## config.mk

```make
export PLATFORM = sky130hd
export DESIGN_NAME = t65_bus_target
export DESIGN_NICKNAME = d
export VERILOG_FILES = /design/src/rtl/t65_bus_pkg.sv /design/src/rtl/t65_wr_buffer.sv /design/src/rtl/t65_bus_target.sv
export SDC_FILE = /design/constraint.sdc
export NUM_CORES = 1
export LEC_CHECK = 0
export CORE_AREA = 2 2 72 74
export DETAILED_ROUTE_END_ITERATION = 12
export DIE_AREA = 0 0 74 76
export PLACE_DENSITY = 0.79
export SLEW_MARGIN = 20
export SYNTH_ARGS = -nofsm -noshare
export SYNTH_HDL_FRONTEND = slang
export SYNTH_SLANG_ARGS = --single-unit
```

## constraint.sdc

```tcl
create_clock -name clk -period 1.6 [get_ports clk]
set_clock_uncertainty 0.1 [all_clocks]
set_input_delay 0.16 -clock clk [delete_from_list [all_inputs] [get_ports clk]]
set_output_delay 0.16 -clock clk [all_outputs]
set_load 0.03 [all_outputs]
```

## src/rtl/t65_bus_pkg.sv

```systemverilog
// ---------------------------------------------------------------------------
// t65_bus_pkg
// Shared types and constants for the T65 memory-mapped bus target.
//   t65_tgt_state_t : bus target FSM state (IDLE, REQ, DONE)
//   T65_TMO_W       : width of the REQ-phase timeout counter
//   T65_ERR_DATA    : read data returned to the CPU after a backend timeout
// ---------------------------------------------------------------------------
package t65_bus_pkg;

    typedef enum logic [1:0] {
        IDLE = 2'd0,
        REQ  = 2'd1,
        DONE = 2'd2
    } t65_tgt_state_t;

    localparam int         T65_TMO_W    = 8;
    localparam logic [7:0] T65_ERR_DATA = 8'hFF;

endpackage

```

## src/rtl/t65_wr_buffer.sv

```systemverilog
// ---------------------------------------------------------------------------
// t65_wr_buffer
// Single-entry posted-write buffer (address, data, valid).
// Used by t65_bus_target only when T65_BUS_TARGET_POSTED_WR_EN is defined.
// Ports:
//   clk, rst_n         : clock, async active-low reset
//   push               : capture push_addr/push_data and mark the entry valid
//   pop                : release the entry once the backend has completed it
//   push_addr/push_data: write to be posted
//   valid, addr, data  : current entry
// ---------------------------------------------------------------------------
module t65_wr_buffer #(
    parameter int ADDR_BITS = 12
) (
    input  logic                 clk,
    input  logic                 rst_n,
    input  logic                 push,
    input  logic                 pop,
    input  logic [ADDR_BITS-1:0] push_addr,
    input  logic [7:0]           push_data,
    output logic                 valid,
    output logic [ADDR_BITS-1:0] addr,
    output logic [7:0]           data
);

    logic                 r_valid;
    logic [ADDR_BITS-1:0] r_addr;
    logic [7:0]           r_data;

    // NOTE: a single entry is cheap flops, so address and data get reset
    // along with the valid flag; a deep RAM would reset only its valid bits.
    always_ff @(posedge clk or negedge rst_n) begin
        if (!rst_n) begin
            r_valid <= 1'b0;
            r_addr  <= '0;
            r_data  <= '0;
        end else if (push) begin
            r_valid <= 1'b1;
            r_addr  <= push_addr;
            r_data  <= push_data;
        end else if (pop) begin
            r_valid <= 1'b0;
        end
    end

    assign valid = r_valid;
    assign addr  = r_addr;
    assign data  = r_data;

endmodule

```

## src/rtl/t65_bus_target.sv

```systemverilog
// ---------------------------------------------------------------------------
// t65_bus_target
// Slave responder on the T65 (6502-mode) CPU bus. A valid access inside the
// aligned window [BASE_ADDR, BASE_ADDR + 2^ADDR_BITS) is turned into one
// req/ack transaction on a slow backend port; the CPU is held with rdy=0
// until the backend answers (or the REQ phase times out).
//
// Parameters: BASE_ADDR (window base), ADDR_BITS (window size log2),
//             TIMEOUT (max REQ cycles before abort, 0 = never).
// Ports:
//   clk, rst_n, enable           : clock, async active-low reset, CPU clk enable
//   addr, r_not_w, vda, vpa      : CPU address / direction / valid strobes
//   data_i, data_o, data_oe      : CPU write data, read data, tristate enable
//   rdy                          : CPU ready (0 = stall), wire-AND at top level
//   be_req, be_we, be_addr,
//   be_wdata, be_ack, be_rdata   : backend request / completion
//   bus_err                      : sticky timeout flag
// Build option: define T65_BUS_TARGET_POSTED_WR_EN for zero-stall posted
// writes through a single-entry write buffer (t65_wr_buffer).
// ---------------------------------------------------------------------------
module t65_bus_target
    import t65_bus_pkg::*;
#(
    parameter logic [15:0] BASE_ADDR = 16'h8000,
    parameter int          ADDR_BITS = 12,
    parameter int          TIMEOUT   = 255
) (
    input  logic                 clk,
    input  logic                 rst_n,
    input  logic                 enable,
    input  logic [15:0]          addr,
    input  logic                 r_not_w,
    input  logic                 vda,
    input  logic                 vpa,
    input  logic [7:0]           data_i,
    output logic [7:0]           data_o,
    output logic                 data_oe,
    output logic                 rdy,
    output logic                 be_req,
    output logic                 be_we,
    output logic [ADDR_BITS-1:0] be_addr,
    output logic [7:0]           be_wdata,
    input  logic                 be_ack,
    input  logic [7:0]           be_rdata,
    output logic                 bus_err
);

    localparam logic [T65_TMO_W-1:0] TMO_LIMIT = TIMEOUT[T65_TMO_W-1:0];
    localparam bit                   TMO_EN    = (TIMEOUT != 0);

    t65_tgt_state_t       r_state, w_state_next;
    logic [T65_TMO_W-1:0] r_cnt;
    logic [7:0]           r_data_o, r_be_wdata;
    logic                 r_be_req, r_be_we, r_bus_err;
    logic [ADDR_BITS-1:0] r_be_addr;

    logic                 w_hit, w_start, w_ack_take, w_tmo, w_finish;
    logic                 w_drain_start, w_is_drain, w_posted_rdy;
    logic [ADDR_BITS-1:0] w_drain_addr;
    logic [7:0]           w_drain_data;

    assign w_hit      = (vda | vpa) & (addr[15:ADDR_BITS] == BASE_ADDR[15:ADDR_BITS]);
    // be_ack is only meaningful in REQ; a stray ack elsewhere falls out here.
    assign w_ack_take = (r_state == REQ) & be_ack;
    // Ack wins over a timeout that expires in the same cycle.
    assign w_tmo      = TMO_EN & (r_state == REQ) & ~be_ack & (r_cnt == TMO_LIMIT);
    assign w_finish   = w_ack_take | w_tmo;

`ifdef T65_BUS_TARGET_POSTED_WR_EN
    logic w_buf_valid, w_post, r_posted, r_drain;

    // A write hit is posted only once per CPU bus cycle: r_posted remembers
    // that this cycle was already captured until the enable edge ends it.
    assign w_post        = (r_state == IDLE) & ~w_buf_valid & w_hit & ~r_not_w & ~r_posted;
    // A pending buffer entry always drains before any new CPU access, which
    // keeps backend order equal to CPU order.
    assign w_drain_start = (r_state == IDLE) & w_buf_valid;
    assign w_start       = (r_state == IDLE) & ~w_buf_valid & w_hit & ~w_post & ~r_posted;
    assign w_is_drain    = r_drain;
    assign w_posted_rdy  = w_hit & ~r_not_w & (w_post | r_posted);

    t65_wr_buffer #(
        .ADDR_BITS (ADDR_BITS)
    ) u_wr_buffer (
        .clk       (clk),
        .rst_n     (rst_n),
        .push      (w_post),
        .pop       (w_finish & r_drain),
        .push_addr (addr[ADDR_BITS-1:0]),
        .push_data (data_i),
        .valid     (w_buf_valid),
        .addr      (w_drain_addr),
        .data      (w_drain_data)
    );

    always_ff @(posedge clk or negedge rst_n) begin
        if (!rst_n) begin
            r_posted <= 1'b0;
            r_drain  <= 1'b0;
        end else begin
            if (enable)      r_posted <= 1'b0;
            else if (w_post) r_posted <= 1'b1;
            if (w_drain_start) r_drain <= 1'b1;
            else if (w_start)  r_drain <= 1'b0;
        end
    end
`else
    assign w_start       = (r_state == IDLE) & w_hit;
    assign w_drain_start = 1'b0;
    assign w_is_drain    = 1'b0;
    assign w_posted_rdy  = 1'b0;
    assign w_drain_addr  = '0;
    assign w_drain_data  = '0;
`endif

    // NOTE: sequential state uses non-blocking (<=) so every flop samples the
    // pre-edge values; blocking here would create order-dependent races.
    always_ff @(posedge clk or negedge rst_n) begin
        if (!rst_n) r_state <= IDLE;
        else        r_state <= w_state_next;
    end

    // NOTE: the next-state value is defaulted first so every path assigns it
    // and no latch is inferred.
    always_comb begin
        w_state_next = r_state;
        unique case (r_state)
            IDLE: if (w_start | w_drain_start) w_state_next = REQ;
            // A background drain has no CPU cycle waiting, so skip DONE.
            REQ:  if (w_finish) w_state_next = w_is_drain ? IDLE : DONE;
            DONE: if (enable) w_state_next = IDLE;
            default: w_state_next = IDLE;
        endcase
    end

    always_ff @(posedge clk or negedge rst_n) begin
        if (!rst_n) begin
            r_data_o   <= '0;
            r_be_req   <= 1'b0;
            r_be_we    <= 1'b0;
            r_be_addr  <= '0;
            r_be_wdata <= '0;
            r_bus_err  <= 1'b0;
            r_cnt      <= '0;
        end else if (w_start) begin
            r_be_addr  <= addr[ADDR_BITS-1:0];
            r_be_we    <= ~r_not_w;
            r_be_wdata <= data_i;
            r_be_req   <= 1'b1;
            r_cnt      <= '0;
        end else if (w_drain_start) begin
            r_be_addr  <= w_drain_addr;
            r_be_we    <= 1'b1;
            r_be_wdata <= w_drain_data;
            r_be_req   <= 1'b1;
            r_cnt      <= '0;
        end else if (w_ack_take) begin
            r_be_req <= 1'b0;
            if (!r_be_we) r_data_o <= be_rdata;
        end else if (w_tmo) begin
            r_be_req  <= 1'b0;
            r_data_o  <= T65_ERR_DATA;
            r_bus_err <= 1'b1;
        end else if (r_state == REQ) begin
            r_cnt <= r_cnt + 1'b1;
        end
    end

    assign rdy      = ~rst_n | ~w_hit | (r_state == DONE) | w_posted_rdy;
    assign data_oe  = w_hit & r_not_w & (r_state == DONE);
    assign data_o   = r_data_o;
    assign be_req   = r_be_req;
    assign be_we    = r_be_we;
    assign be_addr  = r_be_addr;
    assign be_wdata = r_be_wdata;
    assign bus_err  = r_bus_err;

endmodule

```

==> metrics.yaml, run 1 <==
cts-buffers-inserted: 5
vias_per_cell: 4.92
p_leak_nw: 1.53
drive_above_1_share_pct: 23.6
wl_met2_mm: 2.04
path_clk_slew_ns: 0.07
grt_max_degree: 42
p_comb_share_pct: 38.9
antenna_left: 0
yosysUniqueCellTypes: 37
final-setup-viol-count: 0
grt_use_total_pct: 15.5
rsz0062_at_grt: "false"
p_sw_mw: 1.26
netlist_area_um2: 1840
slew_viol_final: 0
cp_max_fo: 10
top_layer_used: "met4"
final_cell_mix: "dfrtp_1, clkdlybuf4s50_1, mux2_4"
synth.yosys.seq_area_share_pct: 55.8
fmax_ghz: 0.665
worst_path_dominant_cell_family: "compound AO/OA/AOI/OAI gates"
vias: 1451
firstDrtPassIters: 4
dieArea_um2: 5620
areaGrowthSynthToFinish_pct: 56.8
final_common_cell: "dfrtp_1"
routed_wl_mm: 4.28
io_pins: 72
p_clk_share_pct: 22.7
routed-wl-met3_um: 335
synth_area_leaders: "dfrtp_1, mux2_4, a2bb2oi_1"
power_mw: 3.75
cts_tree: "built"
critPathBufInv: 0
hpwl_mm: 3.09
wl_met1_mm: 1.88
grt_pass1_wl_mm: 6.80
pwr-share-seq_pct: 38.4
grt-ovfl-total: 0
critPathArrivalTime_ns: 1.58
worst_setup_path_end_kind: "flop"
syn_area_per_cell_um2: 13.5
clock_sinks: 41
swShare_pct: 33.6
cap_violations: 0
antenna_cells: 0
wl_per_cell_um: 14.5
post-route-util_pct: 58.7
die_h_um: 76
synth_top_area_cell: "dfrtp_1"
gp_congestion: 0.757
hold_path_class: "input port to flop"
max_stage_delay_ns: 0.39
power_density_nw_per_um2: 1300
cp_cell_sequence: "ha_1, nand3_1, nor2_1, o21a_1, o21bai_1"
critPathRequiredTime_ns: 1.68
root_buffer: "clkbuf_8"
finalCritPeriodShare_pct: 94.0
grt_antenna_before_repair: 0
grt_pass1_vias: 1438
critPathLaunchType: "flop"
p_int_mw: 2.49
tightest_slew_ns: 0.507
drt_iter0_drc: 70
slew-limit-headroom_pct: 66.2
synth_warnings: 0
synth_nets: 176
peakVddDrop_mv: 0.643
num_rows: 26
io_buffers: 71
worst_skew_pair.late_latency_ns: 0.29
fin_crit_ns: 1.50
crit_type: "flop to flop"
cts_max_level: 2
cts_buffer_depth: 2
initial_core_util_pct: 37.4
syn-instance-count: 136
finish.net_count: 264
slowest_stage: "dfrtp_1"
outcome: "completed"
ys_ff_latch: 41
netlist.area_leader.share_pct: 55.8
design.core.area_um2: 4910
finalHoldViolCount: 0
drc: 0
n_fill_cell: 414
die_w_um: 74
[kinds of logic after synthesis]
family          after synthesis  synth area share [%]
flops                        41                  55.8
compound gates               37                  14.6
simple gates                 27                  9.39
mux                          20                  16.3
buf+inv                      10                  3.13
fa+ha+maj                     1                 0.681
[final cells by class]
type	instances	area, µm²	area share (%)
clock inverter	1	30.0	1.04
clock buffer	7	86.3	2.99
multi-input combinational	85	771	26.7
timing repair buffer	87	867	30.1
tap	70	87.6	3.04
sequential	41	1030	35.6
inverter	4	15.0	0.521
[power groups by stage]
stage	sequential, mW	clock (mW)	combinational (mW)
2_1_floorplan	1.92	0	0.393
3_3_place_gp	1.46	0	1.55
3_5_place_dp	1.47	0	1.57
4_1_cts	1.44	0.871	1.49
5_1_grt	1.48	0.920	1.55
6_report	1.44	0.851	1.46
[final timing paths]
check | startpoint | to | slack (ns) | cells after the start
max reg2reg | r_cnt[0] | r_state[1] | 0.1 | 5
min reg2reg | bus_err | bus_err | 0.37 | 1
min | enable | r_state[1] | 0.35 | 2
max | r_cnt[0] | r_state[1] | 0.1 | 5
max in group asynchronous | rst_n | be_wdata[6] | 0.63 | 3
min in group asynchronous | rst_n | data_o[7] | 0.41 | 3
[metrics by stage]
step | setup WS (ns) | hold slack [ns] | std cells | cell area, µm² | setup TNS (ns)
finish | 0.0964 | 0.346 | 295 | 2880 | 0
detailed placement | -0.585 | 0.199 | 285 | 2730 | -7.45
global placement | -0.568 | 0.203 | 285 | 2730 | -7.00
global route | 0.00182 | 0.354 | 295 | 2880 | 0
floorplan | 0.148 | -0.236 | 136 | 1840 | 0
CTS | 0.00403 | 0.347 | 295 | 2840 | 0
[routing by layer]
metal  up-vias  track usage [%]
met5         -                0
met4         0             4.36
met3         3             4.89
met2        58             23.7
met1       706             21.1
li1        684                -
[timing repair]
item	CTS	global route
gates resized for setup	24	23
endpoints found under the setup margin	16	46
hold endpoints to repair	41	0
setup buffers	1	0
hold buffers	1	0
pin swaps	2	2
[sequential cells by signal, indices dropped and copies added (netlist names)]
name      cells
be_addr      12
be_req        1
be_wdata      8
be_we         1
bus_err       1
data_o        8
r_cnt         8
r_state       2
[synthesized netlist by cell type (all sizes together)]
| master | count |
|---|---|
| a21oi | 1 |
| a2bb2oi | 8 |
| a311oi | 1 |
| a31o | 1 |
| a31oi | 1 |
| and2 | 1 |
| and2b | 1 |
| and3 | 1 |
| and4 | 1 |
| and4b | 1 |
| buf | 4 |
| clkbuf | 2 |
| clkinv | 1 |
| dfrtp | 41 |
| ha | 1 |
| inv | 3 |
| mux2 | 20 |
| nand2 | 6 |
| nand2b | 2 |
| nand3 | 6 |
| nand4 | 1 |
| nor2 | 2 |
| nor2b | 1 |
| nor3b | 1 |
| nor4b | 1 |
| o211a | 1 |
| o211ai | 5 |
| o21a | 2 |
| o21ai | 6 |
| o21bai | 1 |
| o22ai | 8 |
| o31ai | 2 |
| or3 | 2 |
(Power assumes the default switching activity.)
==> run 2: changes to the inputs <==
--- a/config.mk
+++ b/config.mk
@@ -9,6 +9,7 @@
 export DETAILED_ROUTE_END_ITERATION = 12
 export DIE_AREA = 0 0 74 76
 export PLACE_DENSITY = 0.79
+export SKIP_CTS_REPAIR_TIMING = 1
 export SLEW_MARGIN = 20
 export SYNTH_ARGS = -nofsm -noshare
 export SYNTH_HDL_FRONTEND = slang
==> run 2 against run 1 <==
Against the previous run: power increased by 1.8%; worst hold slack gained 0.0034 ns; critical endpoint unchanged; global-route usage decreased by 0.11 points; core utilization increased by 1.4 points; critical path depth unchanged.
==> metrics.yaml, run 2 (synthesis gave the netlist of run 1 again) <==
root_buffer: "clkbuf_8"
gp_congestion: 0.757  # unchanged
max_stage_delay_ns: 0.39  # about the same
r2r-end: "r_state[1]"
grt_use_total_pct: 15.4  # -0.11 points
grt_max_degree: 42  # unchanged
peakVddDrop_mv: 0.644  # +0.15%
cts-buffers-inserted: 5  # unchanged
slowest_stage: "dfrtp_1"
worst_path_dominant_cell_family: "compound AO/OA/AOI/OAI gates"
vias_per_cell: 4.89  # -0.62%
grt_antenna_before_repair: 0  # unchanged
power_mw: 3.82  # +1.8%
drt_iter0_drc: 59  # -16%
slew-limit-headroom_pct: 66.4  # +0.20 points
drive_above_1_share_pct: 23.1  # -0.44 points
antenna_left: 0  # unchanged
final_common_cell: "dfrtp_1"
cp_cell_sequence: "ha_1, nand3_1, nor2_1, o21a_1, o21bai_1"
rsz0062_at_grt: "false"
wl_per_cell_um: 14.7  # +1.6%
clock_sinks: 41  # unchanged
cp_max_fo: 10  # unchanged
largest_reg_flops: 12  # unchanged
vias: 1442  # -0.62%
areaGrowthSynthToFinish_pct: 60.7
crit_type: "flop to flop"
final-setup-viol-count: 0  # unchanged
critPathRequiredTime_ns: 1.67  # about the same
fin_crit_ns: 1.50  # -0.00302 ns
die_h_um: 76  # unchanged
ff2ff_setup_slack_ns: 0.1  # about the same
critPathLaunchType: "flop"
path_depth: 5  # unchanged
worst_setup_path_end_kind: "flop"
p_leak_nw: 1.72  # +12%
cts_tree: "built"
path_clk_slew_ns: 0.07  # about the same
io_pins: 72  # unchanged
die_w_um: 74  # unchanged
fmax_ghz: 0.666  # +0.20%
finish.net_count: 264  # unchanged
hold_path_class: "input port to flop"
final_cell_mix: "dfrtp_1, dlymetal6s2s_1, clkdlybuf4s50_1"
num_rows: 26  # unchanged
worst_skew_pair.late_latency_ns: 0.29  # about the same
hpwl_mm: 3.09  # unchanged
routed_wl_mm: 4.35  # +1.6%
critPathArrivalTime_ns: 1.57  # about the same
worstRegToRegCells: 5  # unchanged
cap_violations: 0  # unchanged
dp_cells: 285  # unchanged
setup_tns_ns: 0  # unchanged
dieArea_um2: 5620  # unchanged
design.core.area_um2: 4910  # unchanged
critPathBufInv: 0  # unchanged
finalCritPeriodShare_pct: 93.8  # -0.19 points
reg2reg_from: "r_cnt[0]"
antenna_cells: 0  # unchanged
post-route-util_pct: 60.1  # +1.4 points
cts_max_level: 2  # unchanged
outcome: "completed"
firstDrtPassIters: 4  # unchanged
slew_viol_final: 0  # unchanged
grt_pass1_vias: 1431  # -0.49%
finalHoldViolCount: 0  # unchanged
endpoint: "r_state[1]"
power_density_nw_per_um2: 1290  # -0.64%
drc: 0  # unchanged
cts_buffer_depth: 2  # unchanged
io_buffers: 71  # unchanged
critPathLaunch: "r_cnt[0]"
fin_cells: 295  # unchanged
grt-ovfl-total: 0  # unchanged
tightest_slew_ns: 0.504  # -0.00305 ns
hold_slack_ns: 0.350  # +0.00338 ns
initial_core_util_pct: 37.4  # unchanged
grt_pass1_wl_mm: 6.76  # -0.71%
-- run 2: cell count changes in the layout (fill, tap and decap cells not counted), sizes merged --
| cell | previous run | this run |
|---|---|---|
| dlygate4sd2 | 16 | 0 |
| buf | 18 | 17 |
| clkdlybuf4s15 | 1 | 0 |
| dlymetal6s2s | 17 | 35 |
-- run 2: worst min-delay path by stage --
stage | start | to | cells after the start
2_1_floorplan | rst_n | be_addr[0] | 0
3_3_place_gp | rst_n | be_addr[9] | 2
3_5_place_dp | rst_n | data_o[7] | 2
4_1_cts | rst_n | data_o[7] | 2
5_1_grt | enable | r_state[1] | 2
6_report | enable | r_state[1] | 2
-- run 2: layout make-up --
cell class | count | area (µm²)
clock buffer | 7 | 86.3
multi-input combinational | 85 | 771
fill | 393 | 1960
inverter | 4 | 15.0
sequential | 41 | 1030
timing repair buffer | 87 | 937
tap | 70 | 87.6
clock inverter | 1 | 30.0
-- run 2: layer usage --
metal  track usage, %  vias to the layer above  wire length, µm
li1                 -                      682                -
met4             4.36                        0               28
met1             21.1                      704             1940
met5                0                        -                0
met2             23.5                       53             2070
met3             4.63                        3              314
-- run 2: metrics by stage --
stage	worst slack [ns]	instance area [µm²]
2_1_floorplan	0.148	1840
3_5_place_dp	-0.585	2730
6_report	0.0994	2950
4_1_cts	-0.592	2840
5_1_grt	0.0139	2950
3_3_place_gp	-0.568	2730
-- run 2: where the power goes --
part	internal, mW	leakage (nW)	switching (mW)	total (mW)
logic	0.760	1.13	0.767	1.53
clock network	0.508	0.0585	0.338	0.847
registers	1.29	0.523	0.154	1.44
==> run 3: changes to the inputs <==
--- a/config.mk
+++ b/config.mk
@@ -5,10 +5,11 @@
 export SDC_FILE = /design/constraint.sdc
 export NUM_CORES = 1
 export LEC_CHECK = 0
-export CORE_AREA = 2 2 72 74
+export CORE_AREA = 2 2 61 63
 export DETAILED_ROUTE_END_ITERATION = 12
-export DIE_AREA = 0 0 74 76
-export PLACE_DENSITY = 0.79
+export DIE_AREA = 0 0 63 65
+export DONT_BUFFER_PORTS = 1
+export PLACE_DENSITY = 0.77
 export SKIP_CTS_REPAIR_TIMING = 1
 export SLEW_MARGIN = 20
 export SYNTH_ARGS = -nofsm -noshare
==> run 3 against run 2 <==
Against the previous run: non-clock buffer count shrank 45; sequential power grew 35%; first-iteration DRC count grew 15%; wire length shrank 1.8%; global-route usage grew 4.4 points; maximum frequency shrank 2.1%; core utilization grew 7.0 points; register-to-register slack lost 0.03 ns; combinational power shrank 59%; final cell count shrank 23%; power shrank 20%; critical path type unchanged.
==> metrics.yaml, run 3 (synthesis gave the netlist of run 1 again) <==
outcome: "completed"
path_depth: 6  # +1
tightest_slew_ns: 0.376  # -0.128 ns
antenna_cells: 0  # unchanged
die_h_um: 65  # -14%
critPathBufInv: 1  # +1
largest_reg_flops: 12  # unchanged
hold_path_class: "input port to flop"
gp_congestion: 0.784  # +3.6%
grt_max_degree: 43  # +2.4%
num_rows: 22  # -15%
fmax_ghz: 0.652  # -2.1%
cp_max_fo: 9  # -1
root_buffer: "clkbuf_4"
io_buffers: 0  # -100%
finalCritPeriodShare_pct: 95.8  # +2.0 points
worst_setup_path_end_kind: "flop"
ff2ff_setup_slack_ns: 0.07  # -0.03 ns
slew_viol_final: 0  # unchanged
grt_pass1_vias: 1203  # -16%
crit_type: "flop to flop"
fin_cells: 226  # -23%
final_common_cell: "dfrtp_1"
cts_tree: "built"
dieArea_um2: 4100  # -27%
grt_antenna_before_repair: 0  # unchanged
vias: 1334  # -7.5%
cts-buffers-inserted: 5  # unchanged
grt-ovfl-total: 0  # unchanged
final_cell_mix: "dfrtp_1, dlygate4sd3_1, mux2_4"
cts_buffer_depth: 2  # unchanged
fin_ws_ns: 0.0668  # -0.0326 ns
hpwl_mm: 2.64  # -15%
critPathArrivalTime_ns: 1.65  # +0.08 ns
drt_iter0_drc: 68  # +15%
worst_path_dominant_cell_family: "flip-flops"
cap_violations: 0  # unchanged
max_stage_delay_ns: 0.42  # +0.03 ns
cts_max_level: 2  # unchanged
peakVddDrop_mv: 0.844  # +31%
final-setup-viol-count: 0  # unchanged
finalHoldViolCount: 0  # unchanged
die_w_um: 63  # -15%
areaGrowthSynthToFinish_pct: 27.6
p_sw_mw: 1.19  # -5.2%
p_leak_nw: 1.10  # -36%
slowest_stage: "dfrtp_1"
p_clk_share_pct: 14.9  # -7.3 points
cp_cell_sequence: "ha_1, nand3_1, o21ai_2, buf_4, o211ai_1, o31ai_1"
worst_skew_pair.late_latency_ns: 0.34  # +0.05 ns
pwr-share-seq_pct: 64.3  # +27 points
hold_slack_ns: 0.0413  # -0.308 ns
critPathRequiredTime_ns: 1.72  # +0.05 ns
p_comb_share_pct: 20.8  # -19 points
routed_wl_mm: 4.27  # -1.8%
power_mw: 3.04  # -20%
dp_cells: 185  # -35%
dp_slack_ns: 0.0470  # +0.632 ns
grt_pass1_wl_mm: 6.09  # -9.9%
worstRegToRegCells: 6  # +1
initial_core_util_pct: 52.6  # +15 points
hold_depth: 4  # +2
design.core.area_um2: 3500  # -29%
power_density_nw_per_um2: 1290  # +0.17%
firstDrtPassIters: 4  # unchanged
drc: 0  # unchanged
drive_above_1_share_pct: 25.3  # +2.2 points
wl_per_cell_um: 18.9  # +28%
io_pins: 72  # unchanged
fin_crit_ns: 1.53  # +0.0326 ns
finish.net_count: 219  # -17%
clock_sinks: 41  # unchanged
antenna_left: 0  # unchanged
grt_use_total_pct: 19.7  # +4.4 points
swShare_pct: 39.3  # +6.3 points
critPathLaunchType: "flop"
path_clk_slew_ns: 0.10  # +0.03 ns
vias_per_cell: 5.90  # +21%
slew-limit-headroom_pct: 74.9  # +8.5 points
p_int_mw: 1.84  # -28%
## run 3: worst paths after layout
kind                           from       end
min in group asynchronous     rst_n  r_cnt[4]
setup / recovery           r_cnt[1]  r_cnt[3]
setup reg to reg           r_cnt[1]  r_cnt[3]
hold reg to reg            r_cnt[3]  r_cnt[3]
max in group asynchronous     rst_n  r_cnt[7]
hold / removal               be_ack  r_cnt[5]
## run 3: through the flow
stage               instance area, µm²  util [%]  TNS [ns]
finish                            2340      67.1         0
global placement                  1930      55.2         0
global route                      2340      67.1   -0.0166
detailed placement                1930      55.2         0
CTS                               1970      56.4         0
floorplan                         1840         -         0
## run 3: cell type report
type,count,area [µm²]
flip-flops and latches,41,1030
clock buffers,5,37.5
multi-input cells,85,772
repair buffers,42,428
inverters,4,15.0
well taps,48,60.1
clock inverters,1,5.00
fillers,247,1150
## run 3: routing by layer
layer / vias up / GRT usage, % / share of wire (%)
met5: - / 0 / 0
met4: 0 / 7.50 / 1.2
met3: 5 / 8.68 / 11
met2: 84 / 29.9 / 48
met1: 652 / 24.9 / 40
li1: 593 / - / -
## run 3: power by group through the flow
stage / combinational, mW / clock [mW] / sequential (mW)
after global routing: 0.699 / 0.519 / 1.99
after global placement: 0.472 / 0 / 1.95
final: 0.630 / 0.452 / 1.95
after detailed placement: 0.498 / 0 / 1.96
after CTS: 0.501 / 0.479 / 1.95
after floorplan: 0.393 / 0 / 1.92
## run 3: worst register-to-register path: cells and delay by family, from the launching register on
family | cells | cell delay, ns
flip-flops | 1 | 0.42
AO/OA/AOI/OAI | 3 | 0.39
AND/OR/NAND/NOR | 1 | 0.13
buffers and inverters | 1 | 0.18
adder cells (fa/ha/maj) | 1 | 0.20
